===== config.mk =====
export PLATFORM = sky130hd
export DESIGN_NAME = fib_seq_ctrl
export DESIGN_NICKNAME = d
export VERILOG_FILES = /design/src/rtl/fib_seq_ctrl.sv
export SDC_FILE = /design/constraint.sdc
export NUM_CORES = 1
export LEC_CHECK = 0
export CORE_ASPECT_RATIO = 1.2
export CORE_MARGIN = 4
export CORE_UTILIZATION = 30
export CTS_CLUSTER_SIZE = 20
export DETAILED_ROUTE_END_ITERATION = 10
export SETUP_SLACK_MARGIN = 0.5
export SYNTH_ARGS = -nofsm -noshare
export SYNTH_HDL_FRONTEND = slang
export SYNTH_SLANG_ARGS = --single-unit

===== constraint.sdc =====
create_clock -name clk_i -period 4.2 [get_ports clk_i]
set_input_delay 0.42 -clock clk_i [delete_from_list [all_inputs] [get_ports clk_i]]
set_output_delay 0.42 -clock clk_i [all_outputs]
set_load 0.005 [all_outputs]

===== src/rtl/fib_seq_ctrl.sv =====
// Request/response sequencer driving a Fibonacci add-and-shift pair for N iterations.
// Optional overflow saturation is enabled with the FIB_SEQ_CTRL_OVF_EN macro.
module fib_seq_ctrl #(
  parameter int unsigned WIDTH = 32,
  parameter int unsigned IDX_W = 7
) (
  input  logic             clk_i,
  input  logic             rst_ni,
  input  logic             req_valid_i,
  output logic             req_ready_o,
  input  logic [IDX_W-1:0] req_n_i,
  input  logic             abort_i,
  output logic             res_valid_o,
  input  logic             res_ready_i,
  output logic [WIDTH-1:0] res_data_o,
  output logic [IDX_W-1:0] res_idx_o,
  output logic             res_ovf_o,
  output logic             busy_o
);

  typedef enum logic [1:0] {StIdle, StRun, StDone} state_e;

  state_e           state_q;
  logic [WIDTH-1:0] a_q, b_q;
  logic [IDX_W-1:0] cnt_q, idx_q;
  logic             done;

`ifdef FIB_SEQ_CTRL_OVF_EN
  logic             ovf_a_q, ovf_b_q;
  logic [WIDTH:0]   sum;
  assign sum = {1'b0, a_q} + {1'b0, b_q};
`else
  logic [WIDTH-1:0] sum;
  assign sum = a_q + b_q;
`endif

  always_ff @(posedge clk_i or negedge rst_ni) begin
    if (!rst_ni) begin
      state_q <= StIdle;
      a_q     <= '0;
      b_q     <= WIDTH'(1);
      cnt_q   <= '0;
      idx_q   <= '0;
`ifdef FIB_SEQ_CTRL_OVF_EN
      ovf_a_q <= 1'b0;
      ovf_b_q <= 1'b0;
`endif
    end else begin
      unique case (state_q)
        StIdle: begin
          if (req_valid_i && !abort_i) begin
            a_q     <= '0;
            b_q     <= WIDTH'(1);
            cnt_q   <= req_n_i;
            idx_q   <= req_n_i;
`ifdef FIB_SEQ_CTRL_OVF_EN
            ovf_a_q <= 1'b0;
            ovf_b_q <= 1'b0;
`endif
            state_q <= StRun;
          end
        end
        StRun: begin
          if (abort_i) begin
            state_q <= StIdle;
          end else if (cnt_q != '0) begin
            a_q     <= b_q;
            b_q     <= sum[WIDTH-1:0];
            cnt_q   <= cnt_q - IDX_W'(1);
`ifdef FIB_SEQ_CTRL_OVF_EN
            // Sticky: once a term has wrapped, every later term is invalid too.
            ovf_a_q <= ovf_b_q;
            ovf_b_q <= ovf_b_q | sum[WIDTH];
`endif
          end else begin
            state_q <= StDone;
          end
        end
        StDone: begin
          // Abort beats a simultaneous handshake; the result is not consumed.
          if (abort_i || res_ready_i) begin
            state_q <= StIdle;
          end
        end
        default: state_q <= StIdle;
      endcase
    end
  end

  assign done        = (state_q == StDone);
  assign req_ready_o = (state_q == StIdle) && !abort_i;
  assign res_valid_o = done;
  assign busy_o      = (state_q != StIdle);
  assign res_idx_o   = idx_q;

`ifdef FIB_SEQ_CTRL_OVF_EN
  assign res_ovf_o  = done & ovf_a_q;
  assign res_data_o = !done ? '0 : (ovf_a_q ? '1 : a_q);
`else
  assign res_ovf_o  = 1'b0;
  assign res_data_o = done ? a_q : '0;
`endif

endmodule

==> results.json, run 1 <==
{
  "final.setup.tns_ns": 0,
  "syn-cell-area_sq_um": 4989,
  "synthDistinctLibCells": 66,
  "area_delta_synth_final_pct": 20.47,
  "syn_area_per_cell_sq_um": 8.814,
  "drt_iter0_drc": 249,
  "synthArstFlopShare_pct": 100.0,
  "rrSetupSlack_ns": 1.40,
  "grt_usage_pct": 13.50,
  "arrival_ns": 3.03,
  "n_fill_cell": 1696,
  "yosys_register_bits": 80,
  "cts_resized": 0,
  "die_x_um": 125.7,
  "slew_violations": 0,
  "grt_overflow": 0,
  "diodes": 0,
  "drv_cap": 0,
  "layout_worst_path_cycle_share_pct": 66.77,
  "syn_nets": 612,
  "outcome": "finished, final reports clean",
  "power_density_nw_per_um2": 439.7,
  "num_io_pins": 55,
  "cts_tree": "built",
  "wl_per_cell_um": 14.87,
  "port_buffers": 53,
  "grt_pass1_vias": 4144,
  "dieArea_sq_um": 18760,
  "vdd_ir_drop_max_uv": 238.3,
  "rr_endpoint": "b_q[24]",
  "start_util_pct": 30.66,
  "yosys.area.top_type_share_pct": 39.63,
  "crit_required_ns": 4.43,
  "clockBufferDepth": 2,
  "syn_inst": 566,
  "criticalPathCategory": "flip-flop to flip-flop",
  "design.core.area_sq_um": 16270,
  "antenna_found_initial": 0,
  "min_period_ns": 2.804,
  "fin_nets": 656,
  "fmax_mhz": 356.6,
  "crit_path_end_kind": "flip-flop",
  "cp-start-kind": "flip-flop",
  "reg2reg_from": "b_q[0]",
  "rsz0062_at_grt": "no",
  "clk_pin_slew_ns": 0.06,
  "firstDrtPassIters": 4,
  "insertion_delay_ns": 0.34,
  "numCtsBuffers": 9,
  "root_buffer": "clkbuf_16",
  "yosysTopAreaCell": "dfrtp_1",
  "critPathMaxFanout": 4,
  "cts_sinks": 80,
  "slew_headroom_pct": 27.80,
  "finClkSkew_ns": 0.007382,
  "drc": 0,
  "grt_max_degree": 81,
  "whs_ns": 0.2517,
  "setup_viol": 0,
  "hp-class": "input pin to asynchronous set/reset pin",
  "ctsHoldBuffers": 0,
  "yosys-top-cells-area": "dfrtp_1 40%, ha_1 8.3%, nand2_1 6.8%",
  "synth_seq_area_share_pct": 40.16,
  "yosys_warnings": 0,
  "p_leak_nw": 2.802,
  "hold_violations": 0,
  "tightestPinTransition_ns": 1.083,
  "drt-total-wl_mm": 12.28,
  "viasPerCell": 5.039,
  "reg2reg_depth": 12,
  "synthFlopType": "dfrtp_1",
  "fp.dieH_um": 149.3,
  "vias": 4162,
  "antenna_left": 0,
  "synth-edff-count": 0,
  "htreeDepth": 3,
  "dp.final_hpwl_mm": 8.448,
  "grt_pass1_wl_mm": 20.76,
  "drive_above_1_share_pct": 8.795,
  "startpoint": "b_q[0]",
  "cts_setup_buffers": 0,
  "place_congestion": 0.7899,
  "fp-row-count": 51
}
## layout make-up
| cell class | instances | area [sq um] | share of cell area [%] |
|---|---|---|---|
| Multi-Input combinational cell | 442 | 2826 | 47.03 |
| Sequential cell | 80 | 2003 | 33.33 |
| Timing Repair Buffer | 59 | 573.1 | 9.536 |
| Tap cell | 212 | 265.3 | 4.414 |
| Clock buffer | 12 | 256.5 | 4.268 |
| Inverter | 18 | 67.56 | 1.124 |
| Clock inverter | 3 | 17.52 | 0.2915 |
## kinds of logic (layout without fill, tap and decap cells)
logic type      count (synthesis)  in the layout  synth area share (%)
buf+inv                        44             92                 3.436
flops                          80             80                 40.16
compound gates                139            139                 19.09
simple gates                  239            239                 23.18
xor+xnor                       23             23                 4.038
other cells                     1              1               0.07517
fa+ha+maj                      34             34                 8.678
mux                             6              6                 1.354
## stage by stage
step                      util (%)  worst slack [ns]  instances  power [mW]  cell area (sq um)
final                        36.93             1.396        826       2.643               6010
after global routing         36.93             1.206        826       2.834               6010
after CTS                    36.93             1.402        826       2.669               6010
after detailed placement     35.25             1.416        811       1.920               5736
after global placement       35.25             1.451        811       1.883               5736
after floorplan                  -             1.639        566       1.636               4989
## cell usage after synthesis, types with 2 or more instances
library cell,count
nand2_1,90
dfrtp_1,79
nand3_1,57
o21ai_0,38
and2_1,33
ha_1,33
nor2_1,27
a21oi_1,24
clkbuf_1,18
inv_1,17
a21o_1,12
xnor2_1,12
xor2_1,11
o21ai_1,8
nand2b_1,7
a21oi_2,6
mux2_2,6
buf_1,5
o211ai_1,5
o21bai_1,5
a211oi_1,4
nor2b_1,4
nor3_1,4
o21a_1,4
a31oi_1,3
and3_1,3
nand4_1,3
o41ai_1,3
a211o_1,2
a211oi_2,2
a22oi_1,2
buf_2,2
o21ai_2,2
o31a_1,2
or3_1,2
## worst max path at each step
stage / end / slack, ns / depth (start not counted)
2_1_floorplan: b_q[24] / 1.64 / 12
3_3_place_gp: b_q[28] / 1.45 / 12
3_5_place_dp: b_q[24] / 1.42 / 12
4_1_cts: b_q[24] / 1.40 / 12
5_1_grt: b_q[24] / 1.21 / 12
6_report: b_q[24] / 1.40 / 12
## critical path, cell delays in order, from the launching register on
cell and delay [ns]:
dfstp_2 0.54, ha_1 0.18, inv_1 0.06, fa_1 0.41, nor2b_4 0.15, o31a_1 0.25, o311ai_4 0.11, a21oi_2 0.24
o21ai_2 0.10, a21oi_1 0.13, o21ai_1 0.09, a21o_1 0.19, a32o_1 0.24
## state kept, by name (all words and copies together), names as in the netlist
register,count
b_q,32
res_idx_o,7
cnt_q,7
state_q,2
a_q,32
## per-layer routing
metal / track usage (%) / part of all wire (%) / up-vias
met1: 16.89 / 45 / 2000
met4: 4.284 / 1.9 / 0
met3: 3.295 / 4.5 / 17
met5: 0 / 0 / -
met2: 22.99 / 48 / 76
li1: - / - / 2069
## cells in the final DEF, fill, tap and decap left out, types with 12 or more instances in the layout
cell type | netlist | routed
nand2_1 | 90 | 90
ha_1 | 33 | 33
a21o_1 | 12 | 12
o21ai_0 | 38 | 38
nor2_1 | 27 | 27
clkdlybuf4s50_1 | 0 | 52
a21oi_1 | 24 | 24
dfrtp_1 | 79 | 79
and2_1 | 33 | 33
inv_1 | 17 | 17
nand3_1 | 57 | 57
xnor2_1 | 12 | 12
## where the power goes
group,total (mW),internal (mW),switching [mW]
registers,1.08,0.940,0.141
clock network,0.741,0.428,0.314
logic,0.820,0.338,0.482
total,2.64,1.71,0.937
Power figures use the tool's default switching activity.
==> run 2, diff against run 1 <==
- clock period: 4.2 -> 2.35 ns (I/O delays scaled with it)
==> results.json, run 2 (same netlist as run 1, synthesis figures left out) <==
{
  "hp-class": "input pin to asynchronous set/reset pin",
  "sw_frac_of_total_pct": 36.20,
  "area_delta_synth_final_pct": 59.54,
  "reg2reg_depth": 15,
  "grt_pass1_wl_mm": 23.58,
  "fin_util_pct": 48.91,
  "outcome": "finished, violations left",
  "comb_power_share_pct": 43.6,
  "vdd_ir_drop_max_uv": 424.3,
  "drv_cap": 0,
  "crit_path_end_kind": "flip-flop",
  "p_seq_share_pct": 32.9,
  "num_io_pins": 55,
  "fp.dieH_um": 149.3,
  "hold_violations": 0,
  "drive_above_1_share_pct": 43.05,
  "failed_checks": "setup timing",
  "p_sw_mw": 2.175,
  "cp_common_cell": "buf_6",
  "clockBufferDepth": 2,
  "grt_use_met1_pct": 18.68,
  "htreeDepth": 3,
  "largestRegisters": "a_q: 32 flops, b_q: 32 flops",
  "start_util_pct": 30.66,
  "crit_required_ns": 2.58,
  "arrival_ns": 2.87,
  "whs_ns": 0.3951,
  "clk_pin_slew_ns": 0.06,
  "vias": 4784,
  "gr-usage-met2_pct": 27.46,
  "p_leak_nw": 3.793,
  "antenna_left": 0,
  "power_density_nw_per_um2": 755.0,
  "layout_worst_path_cycle_share_pct": 112.4,
  "cp-start-kind": "flip-flop",
  "cts_sinks": 80,
  "drt_iter0_drc": 314,
  "insertion_delay_ns": 0.35,
  "firstDrtPassIters": 4,
  "port_buffers": 53,
  "dp.final_hpwl_mm": 9.511,
  "cts_tree": "built",
  "layout_commonest_cell": "dfrtp_1",
  "path_depth": 15,
  "criticalPathCategory": "flip-flop to flip-flop",
  "antenna_found_initial": 0,
  "diodes": 0,
  "wl_per_cell_um": 16.92,
  "numCtsBuffers": 9,
  "grt_usage_pct": 15.42,
  "grt_overflow": 0,
  "grtUsageMet3_pct": 2.543,
  "die_x_um": 125.7,
  "grt_pass1_vias": 4809,
  "grt_max_degree": 47,
  "drt-total-wl_mm": 16.01,
  "top_usage_layer": "met2",
  "path_cells": "ha_4 -> buf_6 -> buf_6 -> buf_6 -> buf_6 -> a211oi_4 -> o21ai_2 -> nand2b_4 -> o211ai_4 -> a211oi_4 -> buf_4 -> nor2_2 -> a21oi_2 -> xor2_1 -> o21ai_1",
  "fin_nets": 775,
  "cp_num_buf_inv": 5,
  "setup_viol": 15,
  "place_congestion": 0.8832,
  "layout_setup_ws_ns": -0.2909,
  "p_clk_share_pct": 23.5,
  "critPathMaxFanout": 3,
  "final_cell_mix": "79 x dfrtp_1, 67 x buf_4, 59 x nand2_1, 56 x buf_6, 47 x nand3_1",
  "design.core.area_sq_um": 16270,
  "power.total_mw": 6.009,
  "finClkSkew_ns": 0.01001,
  "viasPerCell": 5.057,
  "fmax_mhz": 378.7,
  "path_delay_family": "compound AO/OA/AOI/OAI gates",
  "max_stage_delay_ns": 0.42,
  "root_buffer": "clkbuf_16",
  "drc": 0,
  "p_int_mw": 3.833,
  "rsz0062_at_grt": "yes",
  "dieArea_sq_um": 18760,
  "min_period_ns": 2.641,
  "fp-row-count": 51,
  "worst_path_max_delay_cell": "dfrtp_1",
  "slew_violations": 0
}
run 2: cell count changes in the layout (fill, tap and decap cells not counted), sizes merged:
cell | previous run | this run
inv | 18 | 17
dlygate4sd2 | 0 | 3
clkdlybuf4s50 | 52 | 17
clkinv | 2 | 6
clkbuf | 12 | 26
bufinv | 0 | 1
dlygate4sd3 | 0 | 1
buf | 7 | 140
run 2: layout make-up:
type | count | area, sq um
clock inverter | 7 | 62.56
timing repair buffer | 178 | 1901
sequential | 80 | 2003
fill | 1459 | 8313
inverter | 18 | 80.08
multi-input combinational | 442 | 3422
tap | 212 | 265.3
clock buffer | 9 | 225.2
run 2: per-layer routing:
| metal | vias up | share of wire [%] |
|---|---|---|
| met5 | - | 0 |
| met3 | 17 | 4.2 |
| met2 | 101 | 52 |
| met1 | 2356 | 42 |
| met4 | 0 | 1.4 |
| li1 | 2310 | - |
run 2: power by group through the flow:
stage                     combinational (mW)  sequential, mW  clock, mW
after floorplan                         1.10            1.92          0
after global placement                  1.70            1.95          0
after detailed placement                1.76            1.97          0
after CTS                               2.07            1.95       1.45
after global routing                    2.82            2.02       1.49
final                                   2.62            1.97       1.41
run 2: worst paths after layout:
| kind | start | end | slack, ns |
|---|---|---|---|
| max in group asynchronous | rst_ni | b_q[0] | 1.28 |
| hold / removal | rst_ni | a_q[14] | 0.40 |
| setup / recovery | a_q[0] | b_q[27] | -0.29 |
| min in group clk_i | a_q[25] | a_q[25] | 0.51 |
| hold reg to reg | a_q[25] | a_q[25] | 0.51 |
| setup reg to reg | a_q[0] | b_q[27] | -0.29 |
run 2: worst register-to-register path, stage by stage, from the launching register on:
cell	delay [ns]
dfrtp_1	0.42
ha_4	0.19
buf_6	0.11
buf_6	0.10
buf_6	0.10
buf_6	0.11
a211oi_4	0.22
o21ai_2	0.11
nand2b_4	0.11
o211ai_4	0.12
a211oi_4	0.33
buf_4	0.17
nor2_2	0.04
a21oi_2	0.14
xor2_1	0.18
o21ai_1	0.07
run 2: per-stage QoR:
step | worst slack [ns] | cell area, sq um | cells | setup TNS (ns)
2_1_floorplan | -0.1279 | 5120 | 566 | -0.2320
3_3_place_gp | -0.1840 | 6275 | 865 | -0.7386
3_5_place_dp | -0.2573 | 6275 | 865 | -1.190
4_1_cts | -0.2361 | 7068 | 912 | -1.950
5_1_grt | -0.4114 | 7959 | 946 | -4.354
6_report | -0.2909 | 7959 | 946 | -2.670
run 2: timing repair:
| action | 4_1_cts | 5_1_grt |
|---|---|---|
| gates resized for setup | 159 | 182 |
| endpoints found under the setup margin | 107 | 85 |
| cloned | 3 | 9 |
| endpoints found under the hold margin | 34 | 0 |
| hold buffers | 1 | 0 |
| pin swaps | 28 | 69 |
| setup buffers | 27 | 25 |
==> run 3, diff against run 2 <==
- SETUP_SLACK_MARGIN: 0.5 -> not set
==> results.json, run 3 (same netlist as run 1, synthesis figures left out) <==
{
  "place_inst": 875,
  "hp-class": "input pin to asynchronous set/reset pin",
  "setup_viol": 11,
  "grt_max_degree": 50,
  "min_period_ns": 2.553,
  "clockBufferDepth": 2,
  "cp-start-kind": "flip-flop",
  "place_congestion": 0.8170,
  "layout_setup_ws_ns": -0.2029,
  "antenna_left": 0,
  "num_io_pins": 55,
  "port_buffers": 53,
  "drv_cap": 0,
  "insertion_delay_ns": 0.35,
  "antenna_found_initial": 0,
  "dp.final_hpwl_mm": 9.174,
  "fin_nets": 725,
  "drive_above_1_share_pct": 21.38,
  "fmax_mhz": 391.7,
  "final.setup.tns_ns": -1.083,
  "arrival_ns": 2.79,
  "diodes": 0,
  "crit_path_end_kind": "flip-flop",
  "viasPerCell": 4.886,
  "layout_commonest_cell": "nand2_1",
  "rsz0062_at_grt": "yes",
  "dieArea_sq_um": 18760,
  "fin_cells": 895,
  "start_util_pct": 30.66,
  "root_buffer": "clkbuf_16",
  "outcome": "finished, violations left",
  "vdd_ir_drop_max_uv": 377.8,
  "fp-row-count": 51,
  "place_ws_ns": -0.2539,
  "drt-total-wl_mm": 12.84,
  "numCtsBuffers": 9,
  "cts_tree": "built",
  "finClkSkew_ns": 0.009895,
  "cts_sinks": 80,
  "die_x_um": 125.7,
  "drt_iter0_drc": 207,
  "fp.dieH_um": 149.3,
  "critPathMaxFanout": 2,
  "slew_violations": 0,
  "layout_worst_path_cycle_share_pct": 108.6,
  "tightestPinTransition_ns": 0.5673,
  "grt_pass1_wl_mm": 22.08,
  "hold_violations": 0,
  "largestRegisters": "a_q: 32 flops, b_q: 32 flops",
  "slew_headroom_pct": 62.09,
  "wl_per_cell_um": 14.34,
  "grt_pass1_vias": 4563,
  "final_cell_mix": "90 x nand2_1, 79 x dfrtp_1, 72 x buf_4, 57 x nand3_1, 52 x clkdlybuf4s50_1",
  "failed_checks": "setup timing",
  "grt_usage_pct": 14.28,
  "power_density_nw_per_um2": 765.4,
  "p_leak_nw": 3.198,
  "drc": 0,
  "area_delta_synth_final_pct": 36.29,
  "htreeDepth": 3,
  "clk_pin_slew_ns": 0.06,
  "grt_overflow": 0,
  "firstDrtPassIters": 4,
  "crit_required_ns": 2.58,
  "design.core.area_sq_um": 16270,
  "vias": 4373,
  "criticalPathCategory": "flip-flop to flip-flop"
}
## run 3: per-stage QoR
| step | total power [mW] | hold WS (ns) | utilization (%) | cell area (sq um) |
|---|---|---|---|---|
| 2_1_floorplan | 2.952 | -0.06059 | - | 5024 |
| 3_3_place_gp | 3.619 | 0.2145 | 38.49 | 6264 |
| 3_5_place_dp | 3.675 | 0.2154 | 38.49 | 6264 |
| 4_1_cts | 5.203 | 0.3960 | 40.93 | 6660 |
| 5_1_grt | 5.581 | 0.4206 | 41.78 | 6799 |
| 6_report | 5.204 | 0.3836 | 41.78 | 6799 |
## run 3: report_power, final
group          switching, mW  total [mW]  internal (mW)
logic                  0.965        1.82          0.855
registers              0.248        1.93           1.68
clock network          0.556        1.46          0.900
total                   1.77        5.20           3.44
## run 3: repair_timing
| item | CTS | global route |
|---|---|---|
| hold endpoints to repair | 30 | 0 |
| resized for setup | 16 | 19 |
| hold buffers | 1 | 0 |
| buffers inserted | 2 | 3 |
| endpoints found under the setup margin | 13 | 17 |
| pin swaps | 24 | 9 |
| cloned | 0 | 0 |
## run 3: area by class of cell
cell class	count	area, sq um
clock inverter	3	40.04
fill	1606	9473
inverter	18	67.56
clock buffer	12	266.5
tap	212	265.3
multi-input combinational	442	3043
timing repair buffer	128	1114
sequential	80	2003
## run 3: routing by layer
metal / vias up / global-route usage, % / share of wire, % / routed length, um
met5: - / 0 / 0 / 0
met4: 0 / 4.826 / 1.5 / 188
met3: 13 / 2.686 / 4.5 / 579
met2: 79 / 25.43 / 51 / 6513
met1: 2070 / 17.30 / 43 / 5554
li1: 2211 / - / - / -
## run 3: path summary, 6_finish.rpt
kind	start	endpoint	slack, ns	depth (start not counted)
max in group asynchronous	rst_ni	b_q[20]	1.36	3
min in group clk_i	a_q[25]	a_q[25]	0.50	2
max reg2reg	b_q[0]	b_q[24]	-0.20	12
max	b_q[0]	b_q[24]	-0.20	12
min reg2reg	a_q[25]	a_q[25]	0.50	2
min	rst_ni	a_q[0]	0.38	2
## run 3: worst max-delay path: stages, from the launching register on
cell and delay (ns):
dfstp_2 0.55, ha_4 0.14, inv_2 0.04, fa_2 0.36, nor2b_4 0.13, o31a_1 0.21
o311ai_4 0.11, a21oi_2 0.21, o21ai_2 0.08, a21oi_1 0.12, o21ai_1 0.11, a21o_1 0.17
a32o_1 0.23
==> patch 1 (settings of run 1) <==
`IDX_W`: 7 -> 6.
--- a/src/rtl/fib_seq_ctrl.sv
+++ b/src/rtl/fib_seq_ctrl.sv
@@ -2,7 +2,7 @@
 // Optional overflow saturation is enabled with the FIB_SEQ_CTRL_OVF_EN macro.
 module fib_seq_ctrl #(
   parameter int unsigned WIDTH = 32,
-  parameter int unsigned IDX_W = 7
+  parameter int unsigned IDX_W = 6
 ) (
   input  logic             clk_i,
   input  logic             rst_ni,
Ports: changed (resized req_n_i and res_idx_o); port bits go from 55 to 53. The function was not compared with the original's and may differ.
==> patch 1 against run 1 <==
- final cell count decreased by 0.12%
- design area decreased by 1.9%
- synthesized cell count increased by 1.2%
- core utilization increased by 0.46 points
- via count about the same
- power decreased by 1.3%
- sequential share of layout area decreased by 0.20 points
- sequential cell count decreased by 2
- synthesized area decreased by 2.3%
- critical endpoint unchanged
- worst setup slack got worse by 0.31 ns
- wire length decreased by 3.0%
- clock power increased by 8.2%
==> patch 1: results (changes against run 1) <==
* Global routing usage on met2 at 23.4% (was 23.0%)
* Synth cell types at 53 (was 66)
* Area share of the largest cell type after synthesis at 39.5% (was 39.6%)
* Largest net degree at the start of global routing at 79 (was 81)
* Via count of the routed design at 4164 (was 4162)
* Met3 Track Usage GR at 2.02% (was 3.30%)
* Internal power at 1.72 mW (was 1.71 mW)
* Final hold slack at 0.259 ns (was 0.252 ns)
* NumNets Final at 657 (was 656)
* Xor/xnor share of the synthesized area at 3.59% (was 4.04%)
* Synth area leaders: dfrtp_1 (40%), ha_1 (8.5%), nand2_1 (7.9%) (was dfrtp_1 (40%), ha_1 (8.3%), nand2_1 (6.8%))
* Worst-Skew Late Latency at 0.34 ns (about the same)
* Most frequent cells after synthesis: nand2_1 (102), dfrtp_1 (77), nand3_1 (59), o21ai_0 (46), ha_1 (33) (was nand2_1 (90), dfrtp_1 (79), nand3_1 (57), o21ai_0 (38))
* Area share of fa/ha/maj cells after synthesis at 8.88% (was 8.68%)
* DR pass1 iterations at 6 (was 4)
* Hpwl dp at 8.44 mm (was 8.45 mm)
* Status: complete, no violations (unchanged)
* Actual slew at the worst max-slew pin at 1.02 ns (was 1.08 ns)
* R2R Setup Slk at 1.09 ns (was 1.40 ns)
* Maximum VDD drop at 0.177 mV (was 0.238 mV)
* Number of DRC markers in iteration 0 at 222 (was 249)
* Vias in the first global route at 4306 (was 4144)
* First-pass GRT wire length at 21.0 mm (was 20.8 mm)
* Number of port buffers at 51 (was 53)
* Clock skew at 0.00857 ns (was 0.00738 ns)
* Post-place instance area at 0.00559 sq mm (was 0.00574 sq mm)
* Worst EP arrival at 3.36 ns (was 3.03 ns)
* Mean Syn Cell Area at 8.51 sq um (was 8.81 sq um)
* Gr usage total at 13.6% (was 13.5%)
* Mapped Nets at 618 (was 612)
* Layout Cells excl Fill at 825 (was 826)
* Placed insts at 809 (was 811)
* Placer congestion estimate at 0.837 (was 0.790)
* DRT Wirelength at 11.9 mm (was 12.3 mm)
* Fill cell count at 1614 (was 1696)
* Seq/Total Area, Yosys at 40.1% (was 40.2%)
* Worst r2r path cells at 11 (was 12)
* Compound-Gate Fraction of Synth Area at 18.3% (was 19.1%)
* Leak pwr at 2.67 nW (was 2.80 nW)
-- patch 1: cell count changes after synthesis, sizes merged, moves of 4 or more --
cell           run 1  this run
nand2b             8         3
a21boi             0         4
nor3               5        11
nand2             90       102
a21o              13         8
inv               18        13
o31ai              2         7
-- patch 1: worst max-delay path by stage --
stage                 from       to  slack, ns  cells past startpoint
floorplan           b_q[0]  b_q[30]       1.43                     11
global placement    b_q[0]  b_q[30]       1.22                     11
detailed placement  b_q[0]  b_q[30]       1.10                     11
CTS                 b_q[0]  b_q[30]       1.06                     11
global route        b_q[0]  b_q[24]       0.87                     11
finish              b_q[0]  b_q[24]       1.09                     11
-- patch 1: final cells by class --
| type | count | share of cell area [%] |
|---|---|---|
| clock buffers | 13 | 4.42 |
| clock inverters | 3 | 0.722 |
| inverters | 14 | 0.892 |
| multi-input cells | 452 | 47.0 |
| flip-flops and latches | 78 | 33.1 |
| well taps | 208 | 4.42 |
| repair buffers | 57 | 9.38 |
-- patch 1: metal layers --
layer  wire, um  vias to the layer above  share of wire, %
met3        392                       17               3.3
met2       5760                       76                48
met5          0                        -                 0
met4        216                        0               1.8
met1       5550                     1983                47
li1           -                     2088                 -
-- patch 1: cells by family after synthesis --
family                     Yosys count
DFF                                 78
muxes                                6
AOI/OAI and AO/OA                  139
xor gates and xnor gates            20
other                                1
buffers and inverters               43
adders and majority gates           34
and+or+nand+nor                    252
-- patch 1: power by group through the flow --
stage / Combinational (mW) / Sequential, mW / Clock (mW)
6_report: 0.757 / 1.05 / 0.802
3_3_place_gp: 0.740 / 1.05 / 0
5_1_grt: 0.867 / 1.07 / 0.853
4_1_cts: 0.764 / 1.05 / 0.821
2_1_floorplan: 0.564 / 1.02 / 0
3_5_place_dp: 0.757 / 1.06 / 0
==> patch 2 (settings of run 1) <==
Without the edit above. Re-encode `state_e` (3 states) as one-hot, 3 bits wide.
--- a/src/rtl/fib_seq_ctrl.sv
+++ b/src/rtl/fib_seq_ctrl.sv
@@ -18,7 +18,7 @@
   output logic             busy_o
 );
 
-  typedef enum logic [1:0] {StIdle, StRun, StDone} state_e;
+  typedef enum logic [2:0] {StIdle = 3'b001, StRun = 3'b010, StDone = 3'b100} state_e;
 
   state_e           state_q;
   logic [WIDTH-1:0] a_q, b_q;
Function: no difference found for any inputs over 10 cycles, from zero or initial values and one cycle with rst_ni low; not proved beyond that.
==> patch 2 against run 1 <==
- design area grew 2.5%
- synthesized cell count grew 5.5%
- synthesized area grew 3.4%
- sequential cell count grew 1
- worst setup slack lost 0.10 ns
- wire length shrank 4.1%
- count of clock-buffer cells in the layout is the same
- critical endpoint is now res_data_o[27]
Power is not compared: it rests on default switching activity, and its combinational part moved more than twofold at a synthesized area within 25%.
==> patch 2: results (changes against run 1) <==
* Clock skew at 0.00768 ns (was 0.00738 ns)
* Status: complete, no violations (unchanged)
* Largest net degree at the start of global routing at 85 (was 81)
* Layout Cells excl Fill at 851 (was 826)
* First-pass GRT wire length at 20.1 mm (was 20.8 mm)
* Fill cell count at 1716 (was 1696)
* Met3 Wirelength at 407 um (was 552 um)
* NumNets Final at 677 (was 656)
* Placed insts at 836 (was 811)
* Most frequent cells after synthesis: nand2_1 (119), dfrtp_1 (79), o21ai_0 (72), a21oi_1 (35), and2_1 (34) (was nand2_1 (90), dfrtp_1 (79), nand3_1 (57), o21ai_0 (38))
* Area share of fa/ha/maj cells after synthesis at 8.39% (was 8.68%)
* Synth area leaders: dfrtp_1 (38%), nand2_1 (8.7%), ha_1 (8.0%) (was dfrtp_1 (40%), ha_1 (8.3%), nand2_1 (6.8%))
* Vias per cell at 4.90 (was 5.04)
* Xor/xnor share of the synthesized area at 4.41% (was 4.04%)
* Avg WL per Cell at 13.8 um (was 14.9 um)
* Gr usage total at 12.5% (was 13.5%)
* Mapped Nets at 643 (was 612)
* Metal-1 WL at 5.68 mm (was 5.54 mm)
* Compound-Gate Fraction of Synth Area at 22.1% (was 19.1%)
* Post-synthesis mux area share at 1.70% (was 1.35%)
* Share of layout cells above drive strength 1 at 7.24% (was 8.79%)
* Crit-path max FO at 16 (was 4)
* Synth cell types at 56 (was 66)
* Seq/Total Area, Yosys at 39.3% (was 40.2%)
* Post-place instance area at 0.00584 sq mm (was 0.00574 sq mm)
-- patch 2: cell types whose count changed in the layout (fill, tap and decap cells not counted), sizes merged, moves of 6 or more --
cell	change
nand2	+29
o31ai	+11
a21oi	+6
nor3	+7
nand3	-52
o21ai	+29
-- patch 2: routing by layer --
layer	vias to the layer above	track usage, %
li1	2159	-
met1	1955	16.4
met3	8	2.56
met2	50	21.2
met5	-	0
met4	0	3.34
-- patch 2: worst paths after layout --
kind	startpoint	cells after the start	end	slack, ns
setup / recovery	state_q[1]	5	res_data_o[27]	1.29
hold / removal	rst_ni	1	a_q[25]	0.28
setup reg to reg	b_q[0]	11	b_q[26]	1.39
hold reg to reg	a_q[31]	2	a_q[31]	0.48
max in group asynchronous	rst_ni	1	b_q[11]	3.24
min in group clk_i	a_q[31]	2	a_q[31]	0.48
-- patch 2: final cells by class --
| class | instances | area, sq um | area share (%) |
|---|---|---|---|
| Timing Repair Buffer | 57 | 558 | 9.06 |
| Clock buffer | 12 | 256 | 4.16 |
| Sequential cell | 81 | 2030 | 32.9 |
| Clock inverter | 3 | 65.1 | 1.06 |
| Inverter | 13 | 48.8 | 0.792 |
| Tap cell | 216 | 270 | 4.39 |
| Multi-Input combinational cell | 469 | 2930 | 47.6 |
-- patch 2: power breakdown --
| group | switching (mW) | leakage [nW] | internal [mW] | total [mW] |
|---|---|---|---|---|
| clock network | 0.305 | 0.159 | 0.549 | 0.854 |
| registers | 0.0309 | 1.10 | 0.819 | 0.850 |
| logic | 0.0963 | 1.42 | 0.0764 | 0.173 |
-- patch 2: kinds of logic (layout without fill, tap and decap cells) --
| group | Yosys count | after routing |
|---|---|---|
| multiplexers | 8 | 8 |
| XOR/XNOR | 26 | 26 |
| other | 1 | 1 |
| AO/OA/AOI/OAI | 177 | 177 |
| adder cells (fa/ha/maj) | 34 | 34 |
| buffers and inverters | 47 | 85 |
| AND/OR/NAND/NOR | 223 | 223 |
| flip-flops | 81 | 81 |
-- patch 2: worst max-delay path, cell delays in order (launching register included) --
cell and delay [ns]:
dfrtp_1 0.40, nand2b_1 0.23, nor2_2 0.55, buf_4 0.31
and2_1 0.15, clkdlybuf4s50_1 0.50
-- patch 2: metrics by stage --
step | setup WS [ns] | hold WS (ns) | util [%]
after floorplan | 1.57 | 0.124 | -
after global placement | 1.45 | 0.466 | 34.6
after detailed placement | 1.39 | 0.473 | 34.6
after CTS | 1.22 | 0.323 | 36.6
after global routing | 1.12 | 0.383 | 36.6
final | 1.29 | 0.280 | 36.6
